`src/rtl/univ_shift_reg_pkg.sv`:
```
// Shared definitions for the universal shift register and its counter.
// Mode encoding is fixed by the mode input port; helper sizes the shift counter.
package univ_shift_reg_pkg;

  typedef enum logic [1:0] {
    MODE_HOLD = 2'b00,
    MODE_SHR  = 2'b01,
    MODE_SHL  = 2'b10,
    MODE_LOAD = 2'b11
  } mode_e;

  // Counter needs at least one bit even for the degenerate width case.
  function automatic int cnt_width(input int width);
    int w;
    w = $clog2(width);
    return (w < 1) ? 1 : w;
  endfunction

endpackage

```
`src/rtl/univ_shift_reg_shift_bit_counter.sv`:
```
// Modulo-MODULUS shift counter with synchronous clear and a registered
// one-cycle wrap strobe, shared by the serializer/deserializer datapaths.
module shift_bit_counter
  import univ_shift_reg_pkg::*;
#(
  parameter  int MODULUS = 8,
  localparam int CW      = cnt_width(MODULUS)
) (
  input  logic          clk,
  input  logic          rst,
  input  logic          inc_i,
  input  logic          clr_i,
  output logic [CW-1:0] cnt_o,
  output logic          wrap_o
);

  // Explicit terminal value so non-power-of-2 moduli never overflow naturally.
  localparam logic [CW-1:0] LAST = CW'(MODULUS - 1);

  logic [CW-1:0] cnt_q, cnt_d;
  logic          wrap_q, wrap_d;

  always_comb begin
    // NOTE: every output of a combinational block gets a default first,
    // otherwise the untaken paths infer a latch.
    cnt_d  = cnt_q;
    wrap_d = 1'b0;
    if (clr_i) begin
      cnt_d = '0;
    end else if (inc_i) begin
      if (cnt_q == LAST) begin
        cnt_d  = '0;
        wrap_d = 1'b1;
      end else begin
        cnt_d = cnt_q + 1'b1;
      end
    end
  end

  always_ff @(posedge clk or posedge rst) begin
    if (rst) begin
      cnt_q  <= '0;
      wrap_q <= 1'b0;
    end else begin
      // NOTE: state registers use non-blocking assignments so every flop
      // samples pre-edge values regardless of statement order.
      cnt_q  <= cnt_d;
      wrap_q <= wrap_d;
    end
  end

  assign cnt_o  = cnt_q;
  assign wrap_o = wrap_q;

endmodule

```
`src/rtl/univ_shift_reg.sv`:
```
// Parametrised universal shift register: hold, shift right/left (optionally
// rotating) and parallel load, with a word counter and word-done strobe.
module univ_shift_reg
  import univ_shift_reg_pkg::*;
#(
  parameter  int WIDTH  = 8,
  parameter  bit ROTATE = 1'b0,
  localparam int CW     = cnt_width(WIDTH)
) (
  input  logic             clk,
  input  logic             rst,
  input  logic             en,
  input  logic [1:0]       mode,
  input  logic             sin_r,
  input  logic             sin_l,
  input  logic [WIDTH-1:0] pin,
  output logic [WIDTH-1:0] pout,
  output logic             sout_r,
  output logic             sout_l,
  output logic [CW-1:0]    cnt,
  output logic             word_done
);

  mode_e            op;
  logic [WIDTH-1:0] q_q, q_d;
  logic             msb_in, lsb_in;
  logic             shift, load;

  // en=0 collapses every mode to hold, which also clears word_done.
  assign op     = en ? mode_e'(mode) : MODE_HOLD;
  assign shift  = (op == MODE_SHR) || (op == MODE_SHL);
  assign load   = (op == MODE_LOAD);

  assign msb_in = ROTATE ? q_q[0]       : sin_r;
  assign lsb_in = ROTATE ? q_q[WIDTH-1] : sin_l;

  always_comb begin
    q_d = q_q;
    case (op)
      MODE_SHR:  q_d = {msb_in, q_q[WIDTH-1:1]};
      MODE_SHL:  q_d = {q_q[WIDTH-2:0], lsb_in};
      MODE_LOAD: q_d = pin;
      default:   q_d = q_q;
    endcase
  end

  always_ff @(posedge clk or posedge rst) begin
    if (rst) begin
      q_q <= '0;
    end else begin
      q_q <= q_d;
    end
  end

  // A load restarts the word so partial progress is discarded.
  shift_bit_counter #(
    .MODULUS (WIDTH)
  ) u_cnt (
    .clk    (clk),
    .rst    (rst),
    .inc_i  (shift),
    .clr_i  (load),
    .cnt_o  (cnt),
    .wrap_o (word_done)
  );

  assign pout   = q_q;
  assign sout_r = q_q[0];
  assign sout_l = q_q[WIDTH-1];

endmodule

```
`config.mk`:
```
export PLATFORM = sky130hd
export DESIGN_NAME = univ_shift_reg
export DESIGN_NICKNAME = d
export VERILOG_FILES = /design/src/rtl/univ_shift_reg_pkg.sv /design/src/rtl/univ_shift_reg_shift_bit_counter.sv /design/src/rtl/univ_shift_reg.sv
export SDC_FILE = /design/constraint.sdc
export NUM_CORES = 1
export LEC_CHECK = 0
export ABC_CLOCK_PERIOD_IN_PS = 2130
export BUFFER_PORTS_ARGS = -buffer_cell sky130_fd_sc_hd__buf_4
export CORE_UTILIZATION = 40
export DETAILED_ROUTE_END_ITERATION = 7
export PLACE_DENSITY = 0.66
export SETUP_SLACK_MARGIN = 0.05
export SKIP_CTS_REPAIR_TIMING = 1
export SYNTH_ARGS = -nofsm -noshare
export SYNTH_HDL_FRONTEND = slang
export SYNTH_SLANG_ARGS = --single-unit
```
`constraint.sdc`:
```
create_clock -name clk -period 2.13 [get_ports clk]
set_input_delay 0.213 -clock clk [delete_from_list [all_inputs] [get_ports clk]]
set_output_delay 0.213 -clock clk [all_outputs]
set_load 0.005 [all_outputs]
```
* Word-level counts from Yosys, hierarchy flattened
Index checks and enable logic that the tools add are counted.
** Word-level totals
- Register bits :: 12
- Bits in latches :: 0
- Bits in writable memories :: 0
- ROM bits :: 0
- Output and inout port bits :: 14
- Memories :: 0
** Operators by class
- Add/sub/neg operators :: 1
- Multiply operators :: 0
- Divide/modulo/power cells :: 0
- Order comparisons :: 0
- Equality and inequality tests :: 4
- Shift-type cells :: 0
- Muxes and demuxes :: 8
- Bitwise operators :: 0
- Reductions and logical operators :: 3
** Operators by type and width (count)
- case mux 8 bit (3 select lines) :: 1
- two-way mux 3 bit :: 3
- equality test 2 bit, second input constant :: 2
- adder 3 x 1 -> 3 bit, second input constant :: 1
- equality test 3 bit, second input constant :: 1
- two-way mux 1 bit :: 3
- nonzero test 3 bit :: 1
- equality test 2 x 1 -> 1 bit, second input constant :: 1
- two-way mux 2 bit :: 1
- nonzero test 2 bit :: 1
- logical OR 1 bit :: 1

* Depth between registers and ports, before layout
- Word-level depth :: 5
- Depth in mapped cells :: 6

* By module
From an unflattened synthesis, not the netlist that was laid out.
** Second synthesis, totals
- Cells, all modules :: 72
- Area total of the unflattened synthesis :: 809.5 um2
** Modules (own cells, without submodules)
- univ_shift_reg :: instances 1, cells each 56, area an instance 621.8 um2, seq. area each 200.2 um2
- shift_bit_counter :: instances 1, cells each 16, area an instance 187.7 um2, seq. area each 100.1 um2

* Least setup slack after synthesis
OpenSTA, ideal clock, no wires.
- Path kind :: input to register
- From :: input mode[1]
- To :: register q_q[1] (netlist: pout[1])
- Library setup time :: 0.135 ns
- Arrival :: 1.152 ns
- Data required time :: 1.995 ns
- Path slack :: 0.843 ns
- Stages on the path :: 6
- Path buffers :: 1
- Cell sequence :: nand2_4 -> clkinv_4 -> ha_1 -> buf_4 -> a221oi_2 -> o31ai_2
** Between the ends
- Word-level cells in the longest chain between the ends :: 3
- Elaborated cells between the ends (all ways) :: 6
- Those cells by class :: eq/ne: 3; mux: 2; reduce/logical: 1
** RTL lines
- from (decl) :: RTL line univ_shift_reg.sv:13 : input logic [1:0] mode,
- two-way mux 2 bit * :: RTL line univ_shift_reg.sv:30 : assign op = en ? mode_e'(mode) : MODE_HOLD;
- equality test 2 bit or equality test 2 x 1 -> 1 bit (tied branches) :: RTL line univ_shift_reg.sv:39 : case (op)
- case mux 8 bit (3 select lines) or nonzero test 3 bit (tied branches)
- to (signal assigned) :: RTL line univ_shift_reg.sv:51 : q_q <= q_d;
- to (decl) :: RTL line univ_shift_reg.sv:25 : logic [WIDTH-1:0] q_q, q_d;
Mark *: on every way between the ends. The rest lies on a longest branch, timed or not.
A chain may end at the register's enable or synchronous reset.

* Final worst setup path
- From :: input mode[1]
- To :: register q_q[3] (netlist: pout[3])
Same word-level chain as after synthesis.

==> impl_metrics.ini <==
[yosys]
syn_area_per_cell_um2 = 11.3
syn-instance-count = 67
syn_nets = 87
synthTopCellsByArea = dfrtp_1 40%, a221oi_2 16%, o31ai_2 13%, ha_1 8.3%, nor2_1 5.5%
seq_area_frac_synth = 0.397
ys_seq_elements = 12
synth_top_area_frac = 0.397
synth_top_area_cell = dfrtp_1
ys_warn_count = 0
netlist_area_um2 = 757
yosysUniqueCellTypes = 12

[clock_network]
htree_levels = 1
cts.path.max_buffers = 2
cts.sinks = 12
numCtsBuffers = 3
insertion_delay_ns = 0.27
cts_tree = yes
path_clk_slew_ns = 0.07
cts_root_buffer = clkbuf_4

[power_and_ir_drop]
p_sw_frac = 0.324
ir_drop_uv = 398
switching_power_uw = 244
pwr-share-comb = 0.364
clock_power_share = 0.185
p_int_uw = 508
seqPwrFrac = 0.450
leakage_nw = 0.507
powerDensity_nw_per_um2 = 754

[global_route]
grt_pass1_vias = 602
antenna_found_initial = 0
grt_first_pass_wirelength_mm = 2.65
grt_max_degree = 14
gr-total-overflow = 0
grt.total_usage = 0.184

[cells_and_area]
multi_input_area_um2 = 399
synthToLayoutAreaGrowth_pct = 31.7
fill_cells = 156
drive_gt1_frac = 0.532
seq_area_um2 = 300
utilization = 0.571
antenna_cells = 0
finish.instance_area_um2 = 997
nets = 116

[min_path]
worstHoldPathCells = 3
hold_path.class = input port to flop
min_to = pout[7]
hold_start = sin_r

[placement]
gp_congestion = 0.772
numPortBuffers = 28
dpl-instance-area_um2 = 965
hpwl_mm = 1.17

[floorplan]
start_util = 0.434
num_rows = 15
die-area_um2 = 2070
pin_count = 29
core_area_um2 = 1750
chipWidth_um = 45.5
die_h_um = 45.5

[timing]
maxSlewHeadroom = 0.656
clock_skew_ns = 0.00359
tightest_slew_ns = 0.516
hold_viol = 0
fmax_mhz = 787
finalMaxSlewViolations = 0
period_share = 0.597
setup_viol = 0
rsz0062_at_grt = no
min_period_ns = 1.27
finalSetupTns_ns = 0

[drt]
routed_wl_mm = 1.54
drc = 0
dr_total_vias = 595
first_pass_iters = 3
vias_per_cell = 5.00
ant_nets = 0
drt_iter0_drc = 5
wl_per_cell_um = 12.9

[critical_path]
reg2reg_to = u_cnt.cnt_o[2]
cp.required_ns = 2.28
crit_type = input port to flop
rr_startpoint = u_cnt.cnt_o[0]
r2r_slack_ns = 0.93
cp-start-kind = input port
r2r_cells = 3
crit_arrival_ns = 1.42
path_max_fanout = 10
cp-end-kind = flop

[run]
timing.max_cap.violations = 0

[status]
status = complete, no violations
[placed cells by master, fill, tap and decap left out]
cell	synthesis	routed
a221oi_2	8	8
o31ai_2	8	8
clkinv_4	1	1
nand2_4	1	1
dlygate4sd3_1	0	1
nand2_1	10	10
dfrtp_1	12	12
a22o_1	3	3
nor2_1	11	11
clkbuf_4	0	3
buf_4	5	29
inv_1	2	2
ha_1	5	5
[worst max-delay path, cell delays in order]
cell and delay [ns]:
buf_4 0.12, nand2_4 0.16, clkinv_4 0.12, ha_1 0.35, a221oi_2 0.36, o31ai_2 0.10
[area by class of cell]
type,count,area share
Inverter,3,0.0163
Timing Repair Buffer,30,0.228
Sequential cell,12,0.301
Clock buffer,3,0.0226
Tap cell,25,0.0314
Multi-Input combinational cell,46,0.400
[cells in the mapped netlist]
cell type	n
ha_1	5
dfrtp_1	12
a22o_1	3
clkinv_4	1
inv_1	2
a221oi_2	8
nor2_1	11
nand2_4	1
o31ai_2	8
buf_4	5
nand2_1	10
clkbuf_1	1
[power groups by stage]
stage               Combinational [mW]  Clock (mW)  Sequential, mW
floorplan                        0.147           0           0.339
global placement                 0.273           0           0.342
detailed placement               0.277           0           0.342
CTS                              0.277       0.146           0.339
global route                     0.308       0.159           0.349
finish                           0.274       0.139           0.339
[kinds of logic after synthesis]
kind of cell | synth area share
buffers and inverters | 0.0760
AOI/OAI and AO/OA | 0.326
DFF | 0.397
adders and majority gates | 0.0826
and+or+nand+nor | 0.119
[how the worst max path moves through the flow]
stage	start	end	slack, ns	cells past startpoint
3_5_place_dp	mode[1]	pout[3]	0.57	6
5_1_grt	en	pout[0]	0.79	6
6_report	mode[1]	pout[3]	0.86	6
4_1_cts	mode[1]	pout[3]	0.87	6
3_3_place_gp	mode[1]	pout[5]	0.59	6
2_1_floorplan	mode[1]	pout[1]	0.84	6
[sequential cells by signal, summed over array words and instances (netlist names)]
signal	flops
pout	8
u_cnt.cnt_o	3
u_cnt.wrap_o	1
[stage by stage]
step	hold WS, ns	setup slack [ns]	total power [mW]	instances
floorplan	0.0777	0.843	0.485	67
finish	0.260	0.859	0.752	119
detailed placement	0.257	0.573	0.619	115
CTS	-0.0393	0.865	0.762	118
global route	0.257	0.785	0.817	119
global placement	0.257	0.588	0.615	115
[metal layers]
layer | up-vias | global-route usage | share of wire
li1 | 303 | - | -
met1 | 270 | 0.252 | 0.47
met2 | 18 | 0.266 | 0.47
met3 | 4 | 0.0357 | 0.044
met4 | 0 | 0.109 | 0.014
met5 | - | 0 | 0
No activity file was read; power rests on OpenSTA's default activity.
